## src/rtl/adder_4bit_pkg.sv

```systemverilog
// ---------------------------------------------------------------------------
// adder_4bit_pkg
// Shared constants for the ripple-carry adder slice.
//   ADDER_WIDTH : default operand width in bits
// ---------------------------------------------------------------------------
package adder_4bit_pkg;

    localparam int ADDER_WIDTH = 4;

endpackage : adder_4bit_pkg

```

## src/rtl/adder_4bit_if.sv

```systemverilog
// ---------------------------------------------------------------------------
// adder_4bit_if
// Operand/result bundle for adder_4bit.
//   A, B, Ci       : operands and carry-in (driven by the master)
//   S, Co, V       : combinational sum, carry-out, signed overflow
//   S_q, Co_q, V_q : the same results registered one clock later
// Modports:
//   master : drives operands, observes results
//   slave  : the adder itself
// ---------------------------------------------------------------------------
interface adder_4bit_if
    import adder_4bit_pkg::*;
#(
    parameter int WIDTH = ADDER_WIDTH
) ();

    logic [WIDTH-1:0] A;
    logic [WIDTH-1:0] B;
    logic             Ci;
    logic [WIDTH-1:0] S;
    logic             Co;
    logic             V;
    logic [WIDTH-1:0] S_q;
    logic             Co_q;
    logic             V_q;

    modport master (
        output A, B, Ci,
        input  S, Co, V, S_q, Co_q, V_q
    );

    modport slave (
        input  A, B, Ci,
        output S, Co, V, S_q, Co_q, V_q
    );

endinterface : adder_4bit_if

```

## src/rtl/adder_4bit_full_adder.sv

```systemverilog
// ---------------------------------------------------------------------------
// full_adder
// Single-bit full-adder cell used to build the ripple chain.
//   a, b, cin : input bits
//   s         : sum bit
//   cout      : carry out
// Plain gate expressions, so X/Z on any input propagates without masking.
// ---------------------------------------------------------------------------
module full_adder (
    input  logic a,
    input  logic b,
    input  logic cin,
    output logic s,
    output logic cout
);

    assign s    = a ^ b ^ cin;
    assign cout = (a & b) | (a & cin) | (b & cin);

endmodule : full_adder

```

## src/rtl/adder_4bit.sv

```systemverilog
// ---------------------------------------------------------------------------
// adder_4bit
// WIDTH-bit ripple-carry adder with combinational and registered results.
//   clk : rising-edge clock for the registered results
//   rst : synchronous active-high reset, clears S_q/Co_q/V_q only
//   bus : adder_4bit_if.slave
//           in  : A, B, Ci
//           out : S, Co, V (combinational), S_q, Co_q, V_q (registered)
// ---------------------------------------------------------------------------
module adder_4bit
    import adder_4bit_pkg::*;
#(
    parameter int WIDTH = ADDER_WIDTH
) (
    input  logic         clk,
    input  logic         rst,
    adder_4bit_if.slave  bus
);

    // carry[i] is the carry into bit i; carry[WIDTH] is the final carry-out
    logic [WIDTH:0]   carry;
    logic [WIDTH-1:0] sum;
    logic             ovf;

    assign carry[0] = bus.Ci;

    for (genvar i = 0; i < WIDTH; i++) begin : g_cell
        full_adder u_fa (
            .a    (bus.A[i]),
            .b    (bus.B[i]),
            .cin  (carry[i]),
            .s    (sum[i]),
            .cout (carry[i+1])
        );
    end

    // Signed overflow: carry into the MSB differs from carry out of it
    assign ovf = carry[WIDTH] ^ carry[WIDTH-1];

    assign bus.S  = sum;
    assign bus.Co = carry[WIDTH];
    assign bus.V  = ovf;

    always_ff @(posedge clk) begin
        if (rst) begin
            bus.S_q  <= '0;
            bus.Co_q <= 1'b0;
            bus.V_q  <= 1'b0;
        end else begin
            bus.S_q  <= sum;
            bus.Co_q <= carry[WIDTH];
            bus.V_q  <= ovf;
        end
    end

endmodule : adder_4bit

```

## src/flat_wrapper.sv

```systemverilog
// flat-port wrapper written by rule: the top's interface ports become plain ports
module adder_4bit_flat import adder_4bit_pkg::*;
#(
    parameter int WIDTH = ADDER_WIDTH
)
  (clk, rst, bus_A, bus_B, bus_Ci, bus_S, bus_Co, bus_V, bus_S_q, bus_Co_q, bus_V_q);
  adder_4bit_if #(.WIDTH(WIDTH)) bus_i ();
  input  logic clk;
  input  logic rst;
  input wire logic [$bits(bus_i.A)-1:0] bus_A;
  input wire logic [$bits(bus_i.B)-1:0] bus_B;
  input wire logic [$bits(bus_i.Ci)-1:0] bus_Ci;
  output wire logic [$bits(bus_i.S)-1:0] bus_S;
  output wire logic [$bits(bus_i.Co)-1:0] bus_Co;
  output wire logic [$bits(bus_i.V)-1:0] bus_V;
  output wire logic [$bits(bus_i.S_q)-1:0] bus_S_q;
  output wire logic [$bits(bus_i.Co_q)-1:0] bus_Co_q;
  output wire logic [$bits(bus_i.V_q)-1:0] bus_V_q;
  assign bus_i.A = bus_A;
  assign bus_i.B = bus_B;
  assign bus_i.Ci = bus_Ci;
  assign bus_S = bus_i.S;
  assign bus_Co = bus_i.Co;
  assign bus_V = bus_i.V;
  assign bus_S_q = bus_i.S_q;
  assign bus_Co_q = bus_i.Co_q;
  assign bus_V_q = bus_i.V_q;
  adder_4bit #(.WIDTH(WIDTH)) u_core (.clk(clk), .rst(rst), .bus(bus_i));
endmodule
```

## config.mk

```make
export PLATFORM = sky130hd
export DESIGN_NAME = adder_4bit_flat
export DESIGN_NICKNAME = d
export VERILOG_FILES = /design/src/rtl/adder_4bit_pkg.sv /design/src/rtl/adder_4bit_if.sv /design/src/rtl/adder_4bit_full_adder.sv /design/src/rtl/adder_4bit.sv /design/src/flat_wrapper.sv
export SDC_FILE = /design/constraint.sdc
export NUM_CORES = 1
export LEC_CHECK = 0
export BUFFER_PORTS_ARGS = -buffer_cell sky130_fd_sc_hd__buf_2
export CORE_AREA = 10 10 47 49
export CTS_CLUSTER_SIZE = 40
export DETAILED_ROUTE_END_ITERATION = 10
export DIE_AREA = 0 0 57 59
export SLEW_MARGIN = 20
export SYNTH_ARGS = -nofsm -noshare
export SYNTH_HDL_FRONTEND = slang
export SYNTH_SLANG_ARGS = --single-unit
export TNS_END_PERCENT = 50
```

## constraint.sdc

```tcl
create_clock -name clk -period 2.81 [get_ports clk]
set_clock_uncertainty 0.15 [all_clocks]
set_input_delay 0.1405 -clock clk [delete_from_list [all_inputs] [get_ports clk]]
set_output_delay 0.1405 -clock clk [all_outputs]
set_load 0.05 [all_outputs]
```

==> impl.org <==
** STA
- Number of failing hold endpoints at the final stage :: 0
- Slew margin rel. :: 82.9%
- Final number of max-transition violations :: 0
- At the pin with the least slew margin, the transition time is between 0.2 and 0.3 ns.
- The final critical path takes up between 80% and 90% of the cycle.
- Achievable Freq :: a little over 400 MHz
- Setup violations remaining at the end of the flow were counted as 0.
- Setup repair after global routing left no endpoint under its margin.
- Setup total negative slack on the finished layout was measured at 0 ns.
- After layout, the minimum clock period comes to between 2 and 2.5 ns.

** Setup path
- STA classifies the critical path startpoint as a primary input.
- Of all nets on the critical path, the largest fanout is 2.
- Setup Crit Path Kind :: in -> out
- Required time worst endpoint :: between 2 and 3 ns
- Sort of element at the end of the critical path :: output pin
- At the worst endpoint, the arrival time is between 2 and 2.5 ns.

** Power and ir drop
- In this run the static leakage power is approximately 0.00026 µW.
- Across the VDD grid, the largest voltage drop is about 0.15 mV.
- Pwr dens :: ~740 nW/µm²

** Clock tree
- The number of hold buffers added after CTS was 1.
- Once the clock tree was built, the setup fixing pass inserted 0 buffers.
- Clk root buf :: clkbuf_4
- TritonCTS built the clock tree.
- Maximum count of clock buffers along a single path :: 2
- Number of clock sinks seen by CTS :: 6
- Post_cts resized :: 0
- Count of H-tree levels built during CTS :: 1
- Counting the buffers created by CTS gives 3.
- After clock tree synthesis, the clock-pin slew on the worst setup and hold paths is about 0.040 ns.

** Route
- Average routed wire per standard cell :: 10.5 µm
- Detailed route wirelength on metal3 :: between 30 and 40 µm
- The routed layout has 237 vias.
- Highest layer used for signal routing :: met3
- Via density per instance :: between 3 and 4
- Number of nets with antenna violations after detailed routing :: 0
- Length of routed met2 wiring :: 395 µm
- For this block, the routed nets add up to slightly above 700 µm of wire.
- For this run, design rule violations remaining after detail routing come to 0.
- Drt pass-1 iters :: 4
- After detailed routing, the wire length on met1 is 292 µm.
- Number of violations reported at the end of detailed-routing iteration 0 :: 2

** Cells and area
- Layout Area Growth over Synthesis :: 43.3%
- The number of antenna diodes in the final layout is 0.
- Commonest non-fill, non-tap cell in the layout :: buf_2
- The net count of the finished layout is 70.
- Of the cells placed in the final design, the portion with a size suffix greater than 1 is between 40% and 50%.
- Measured on the finished design, the core utilization comes to 31.3%.
- Commonest cells after routing, fill and taps aside :: 22 x buf_2, 10 x inv_1, 6 x dfxtp_1, 4 x fa_1

** Yosys
- Syn Nets :: 46
- In this run the biggest area consumer among cell types represents around two fifths of the synthesized area.
- In this run, synthesis produced a sequential element count of 6.
- Register area share after synthesis :: around 40%
- Leading cell types by total area after synthesis :: dfxtp_1 39%, fa_1 26%, inv_1 12%, buf_4 9.8%, nor2b_1 6.1%
- The netlist uses 7 different library cells.
- In this run the cell area of the synthesized design comes to approximately 300 µm².
- During synthesis, Yosys emitted a total of 0 warnings.
- Gate count after technology mapping :: 31
- Averaged over all synthesized cells, the footprint is between 9 and 10 µm².
- The synthesized design spends more area on one cell type than any other, namely dfxtp_1.

** Die
- Effective utilization at floorplan :: approximately 22%
- The floorplan has 14 rows.
- Die Y :: about 60 µm
- Floorplan die width :: between 50 and 60 µm
- Number of primary I/O pins :: 23
- The region available for standard cell placement spans approximately 1400 µm².
- The die covers between 3000 and 4000 µm².

** Worst hold path
- Type of the tightest min-delay check :: in -> reg
- Hold depth :: 3

** Status
- The flow ran to the end, and the final reports show no timing, DRC or antenna violations.

** Placement
- Input and output buffers added on the ports amount to 22.
- Routability-driven placement finished with a final weighted congestion of 0.597.

** GRT
- Global routing finished with a remaining overflow of 0.
- Vias in the first global route :: 292
- Global routing used 4.99% of the available tracks.
- The number of antenna violations at the first check in global routing came to 0.
- The first global-routing pass estimated approximately 1.2 mm of wire.
- Pin count of the biggest net entering global routing :: 7

** Job
- Max-cap viol count :: 0
[routing by layer]
metal	vias up	GRT usage, %
met5	-	0
met3	0	1.93
met2	12	7.44
met1	102	4.44
li1	123	-
met4	0	7.05
[per-stage QoR]
step,setup slack [ns],hold WS (ns),instance area [µm²],total power (µW),instances
floorplan,0.0435,0.0572,307,230,31
global route,0.269,0.203,439,347,69
global placement,0.382,0.223,407,253,65
CTS,0.357,0.152,439,335,69
detailed placement,0.363,0.225,407,255,65
finish,0.384,0.157,439,327,69
[area by class of cell]
cell class | count | area (µm²)
fill | 171 | 962
sequential | 6 | 120
clock buffer | 3 | 22.5
tap | 16 | 20.0
inverter | 10 | 37.5
multi-input combinational | 11 | 119
timing repair buffer | 23 | 120
[registers in the layout, summed over array words and instances, names as in the netlist]
name             count
u_core.bus.S_q       4
u_core.bus.Co_q      1
u_core.bus.V_q       1
[power breakdown]
group / leakage (µW) / internal, µW / switching [µW]
Combinational: 0.000193 / 37.1 / 117
Sequential: 0.0000500 / 95.3 / 1.76
Clock: 0.0000138 / 48.1 / 27.6
Total: 0.000257 / 181 / 147
[logic make-up after synthesis]
| kind of cell | count (synthesis) | synth area share, % |
|---|---|---|
| buffers and inverters | 14 | 22.0 |
| AND/OR/NAND/NOR | 6 | 9.80 |
| flip-flops | 6 | 39.2 |
| adder cells (fa/ha/maj) | 4 | 26.1 |
| XOR/XNOR | 1 | 2.86 |
[critical path: stages]
cell and delay, ns:
buf_2 0.10, inv_1 0.07, fa_1 0.17, inv_1 0.05
fa_1 0.37, fa_1 0.41, inv_1 0.09, fa_1 0.43
inv_1 0.06, buf_2 0.25
[synth_stat cells]
cell and n:
dfxtp_1 6, fa_1 4, buf_4 4, nor2b_1 3, inv_1 10, xnor2_1 1
nor2_1 3
[worst paths after layout]
check | start | endpoint | slack, ns
setup / recovery | bus_B[0] | bus_S[3] | 0.38
hold / removal | bus_A[2] | u_core.bus.S_q[2]$_SDFF_PP0_ | 0.16
Power figures use the tool's default switching activity.
